## config.mk

```make
export PLATFORM = sky130hd
export DESIGN_NAME = stop_sequencer
export DESIGN_NICKNAME = d
export VERILOG_FILES = /design/src/rtl/stop_sequencer.sv
export SDC_FILE = /design/constraint.sdc
export NUM_CORES = 1
export LEC_CHECK = 0
export BUFFER_PORTS_ARGS = -buffer_cell sky130_fd_sc_hd__buf_2
export CORE_MARGIN = 2
export CORE_UTILIZATION = 53
export CTS_CLUSTER_SIZE = 16
export DETAILED_ROUTE_END_ITERATION = 8
export GPL_TIMING_DRIVEN = 0
export MAX_ROUTING_LAYER = met4
export PLACE_DENSITY = 0.79
export SLEW_MARGIN = 20
export SYNTH_ARGS = -nofsm -noshare
export SYNTH_HDL_FRONTEND = slang
export SYNTH_SLANG_ARGS = --single-unit
```

## constraint.sdc

```tcl
create_clock -name clk -period 1.9 [get_ports clk]
set_input_delay 0.095 -clock clk [delete_from_list [all_inputs] [get_ports clk]]
set_output_delay 0.095 -clock clk [all_outputs]
set_load 0.05 [all_outputs]
```

## src/rtl/stop_sequencer.sv

```systemverilog
// STOP instruction sequencer: CGB speed-switch pause and low-power STOP wait with joypad wake.
// Optional feature: define STOP_DEBOUNCE_EN to require DEBOUNCE_CYCLES of stable low joypad before wake.
module stop_sequencer #(
    parameter int SWITCH_CYCLES   = 8200,
    parameter int DEBOUNCE_CYCLES = 64
) (
    input  logic       clk,
    input  logic       reset,
    input  logic       cpu_en,
    input  logic       stop_req,
    input  logic       switch_pending,
    input  logic [3:0] joypad_n,
    output logic       stop,
    output logic       cpu_hold,
    output logic       div_reset,
    output logic       switch_done,
    output logic [1:0] state
);

    localparam int            CW      = $clog2(SWITCH_CYCLES + 1);
    localparam logic [CW-1:0] SW_LAST = CW'(SWITCH_CYCLES);
    localparam logic [CW-1:0] SW_PREV = CW'(SWITCH_CYCLES - 1);

    typedef enum logic [1:0] {
        IDLE      = 2'd0,
        SWITCH    = 2'd1,
        STOP_WAIT = 2'd2,
        RELEASE   = 2'd3
    } state_t;

    state_t        state_q, state_d;
    logic [CW-1:0] sw_cnt;
    logic          accept;
    logic          wake;

    // A plain STOP with a joypad line already low is dropped entirely.
    assign accept = (state_q == IDLE) && stop_req && cpu_en &&
                    (switch_pending || (joypad_n == 4'hF));

`ifdef STOP_DEBOUNCE_EN
    localparam int            DW      = $clog2(DEBOUNCE_CYCLES + 1);
    localparam logic [DW-1:0] DB_LAST = DW'(DEBOUNCE_CYCLES);

    logic [DW-1:0] db_cnt;

    always_ff @(posedge clk) begin
        if (reset)
            db_cnt <= '0;
        else if (state_q != STOP_WAIT || joypad_n == 4'hF)
            db_cnt <= '0;
        else if (db_cnt != DB_LAST)
            db_cnt <= db_cnt + DW'(1);
    end

    assign wake = (db_cnt == DB_LAST);
`else
    assign wake = (joypad_n != 4'hF);
`endif

    always_comb begin
        state_d = state_q;
        case (state_q)
            IDLE:      if (accept) state_d = switch_pending ? SWITCH : STOP_WAIT;
            SWITCH:    if (sw_cnt == SW_LAST) state_d = RELEASE;
            STOP_WAIT: if (wake) state_d = RELEASE;
            RELEASE:   state_d = IDLE;
            default:   state_d = IDLE;
        endcase
    end

    // NOTE: outputs are registered from state_d so they line up with the state register, not lag it.
    always_ff @(posedge clk) begin
        if (reset) begin
            state_q     <= IDLE;
            sw_cnt      <= '0;
            stop        <= 1'b0;
            cpu_hold    <= 1'b0;
            div_reset   <= 1'b0;
            switch_done <= 1'b0;
        end else begin
            state_q     <= state_d;
            stop        <= (state_d == SWITCH) || (state_d == STOP_WAIT);
            cpu_hold    <= (state_d != IDLE);
            div_reset   <= accept;
            switch_done <= (state_q == SWITCH) && cpu_en && (sw_cnt == SW_PREV);
            if (state_q != SWITCH)
                sw_cnt <= '0;
            else if (cpu_en && sw_cnt != SW_LAST)
                sw_cnt <= sw_cnt + CW'(1);
        end
    end

    assign state = state_q;

endmodule

```

==> out/metrics.yaml <==
port_buffers: 14
p_leak_nw: 0.397
synth_commonest_cells: "dfxtp_1 (20), nor2_1 (14), nand2_1 (8), inv_1 (7)"
cts_root_buf: "clkbuf_4"
setup_viol: 0
syn2layout_area_growth_pct: 15.1
antenna_left: 0
worstPathMaxFanout: 4
tightest_slew_ns: 0.474
path_clk_slew_ns: 0.10
async_flop_share: 0
synth_area_leader_cell: "dfxtp_1"
drc: 0
arrival_ns: 1.98
powerDensity_mw_per_mm2: 630
viasPerCell: 5.55
maxCapViolations: 0
grtUsageTotal: 0.203
worstPathCellList: "nor4_2 > nand3_2 > o41a_1 > ha_1 > nor2b_1"
finalCritPeriodShare: 0.935
fin_setup_tns_ns: 0
start_util: 0.554
core.rowCount: 15
yosysWarnings: 0
first_pass_iters: 4
via_count: 783
max_stage_delay_ns: 0.41
fmax_mhz: 563
synth-main-ff-cell: "dfxtp_1"
clk_latency_ns: 0.30
critPathRequiredTime_ns: 2.10
grt_pass1_vias: 650
diodes: 0
grt_pass1_wl_mm: 2.92
antenna_found_initial: 0
io_pins: 15
core_region_area_mm2: 0.00169
slew_viol_final: 0
cts.sinks: 20
status: "complete, no violations"
cp_top_family: "simple AND/OR/NAND/NOR gates"
rsz0062_at_grt: "no"
hold_class: "in2reg"
grt_remaining_overflow: 0
critPathLaunchType: "register"
nets: 138
cp.buffers_inverters: 0
relSlewSlack: 0.684
slowest_stage: "o41a_1"
cts_hold_buf: 0
cts_buffers: 3
ir_worst_vdd_mv: 0.431
syn_area_um2: 936
drt_wl_total_mm: 1.80
synth-edff-count: 0
criticalPathCategory: "reg2reg"
grt_max_degree: 11
wl_per_cell_um: 12.8
die_y_um: 46.0
setup_ws_ns: 0.123
gp_congestion: 0.784
die_w_um: 46.0
ys_types: 32
synth_top_area_share: 0.428
drive_gt1_frac: 0.202
place_worst_setup_slack_ns: 0.00836
hold_violations: 0
dieArea_mm2: 0.00212
syn_nets: 119
ys_seq_area_frac: 0.428
end_kind: "register"
finClkSkew_ns: 0.00226
synthTopCellsByArea: "dfxtp_1 (43%), nor2_1 (5.6%), xnor2_1 (5.6%), ha_1 (4.0%), nor4_1 (4.0%)"
cts-htree-levels: 1
syn_inst: 107
cts_tree: "done"
fin_total_pwr_uw: 679
synth_seq_cells: 20
cts_buffer_depth: 2
min_period_ns: 1.78
yosysMostFrequentCell: "dfxtp_1"
avgSynthCellArea_um2: 8.75
dp_hpwl_mm: 1.33
first_iter_violations: 18
kinds of logic (layout without fill, tap and decap cells):
kind of cell / after synthesis / count (layout) / synth area share
AO/OA/AOI/OAI: 13 / 13 / 0.0976
XOR/XNOR: 9 / 9 / 0.0842
adder cells (fa/ha/maj): 3 / 3 / 0.0401
buffers and inverters: 11 / 28 / 0.0455
flip-flops: 20 / 20 / 0.428
multiplexers: 1 / 1 / 0.0107
AND/OR/NAND/NOR: 50 / 50 / 0.294
sequential cells by signal (all words and copies together) (netlist names):
| signal | flops |
|---|---|
| state | 2 |
| stop | 1 |
| sw_cnt | 14 |
| cpu_hold | 1 |
| switch_done | 1 |
| div_reset | 1 |
area by class of cell:
type	instances	area [µm²]
well taps	17	21.3
fillers	145	612
clock buffers	3	22.5
flip-flops and latches	20	402
inverters	7	26.3
repair buffers	14	70.1
multi-input cells	76	519
plain buffers	4	16.3
power by group:
group | switching, mW | internal [mW] | total [mW]
sequential | 0.00263 | 0.424 | 0.427
combinational | 0.0376 | 0.0195 | 0.0571
clock | 0.121 | 0.0739 | 0.195
total | 0.161 | 0.518 | 0.679
timing repair:
item                                    CTS  global route
hold endpoints to repair                  0             0
setup buffers                             0             0
endpoints found under the setup margin    1             2
resized for setup                         1             4
final timing paths:
kind | startpoint | to | slack, ns | depth (start not counted)
worst max-delay path | sw_cnt[8]$_SDFFE_PP0P_ | stop$_SDFF_PP0_ | 0.12 | 5
worst min-delay path | reset | state[0]$_SDFF_PP0_ | 0.02 | 2
worst max register to register | sw_cnt[8]$_SDFFE_PP0P_ | stop$_SDFF_PP0_ | 0.12 | 5
worst min register to register | sw_cnt[13]$_SDFFE_PP0P_ | sw_cnt[13]$_SDFFE_PP0P_ | 0.50 | 2
placed cells by master, fill, tap and decap left out, types with 3 or more instances in the layout:
| cell type | netlist | final |
|---|---|---|
| nand2_1 | 8 | 8 |
| a21oi_1 | 4 | 4 |
| xor2_1 | 3 | 3 |
| dfxtp_1 | 20 | 19 |
| clkbuf_1 | 3 | 3 |
| ha_1 | 3 | 3 |
| nor4_1 | 6 | 4 |
| nand3_1 | 5 | 4 |
| xnor2_1 | 6 | 6 |
| nor2_1 | 14 | 14 |
| clkbuf_4 | 0 | 3 |
| o21ai_0 | 3 | 3 |
| nand4_1 | 3 | 3 |
| inv_1 | 7 | 7 |
| buf_2 | 1 | 15 |
through the flow:
step           hold WS [ns]  utilization  std cells  cell area, µm²
6_report             0.0244        0.638        141            1080
5_1_grt              0.0144        0.638        141            1080
4_1_cts              0.0234        0.625        141            1060
3_5_place_dp          0.339        0.608        138            1030
3_3_place_gp          0.328        0.608        138            1030
2_1_floorplan         0.162            -        107             936
metal layers:
| metal | vias to the layer above | wire [µm] | global-route usage |
|---|---|---|---|
| met4 | 0 | 40 | 0.109 |
| met5 | - | 0 | - |
| met2 | 9 | 814 | 0.269 |
| li1 | 409 | - | - |
| met3 | 5 | 37 | 0.0476 |
| met1 | 360 | 909 | 0.280 |
(Power assumes the default switching activity.)
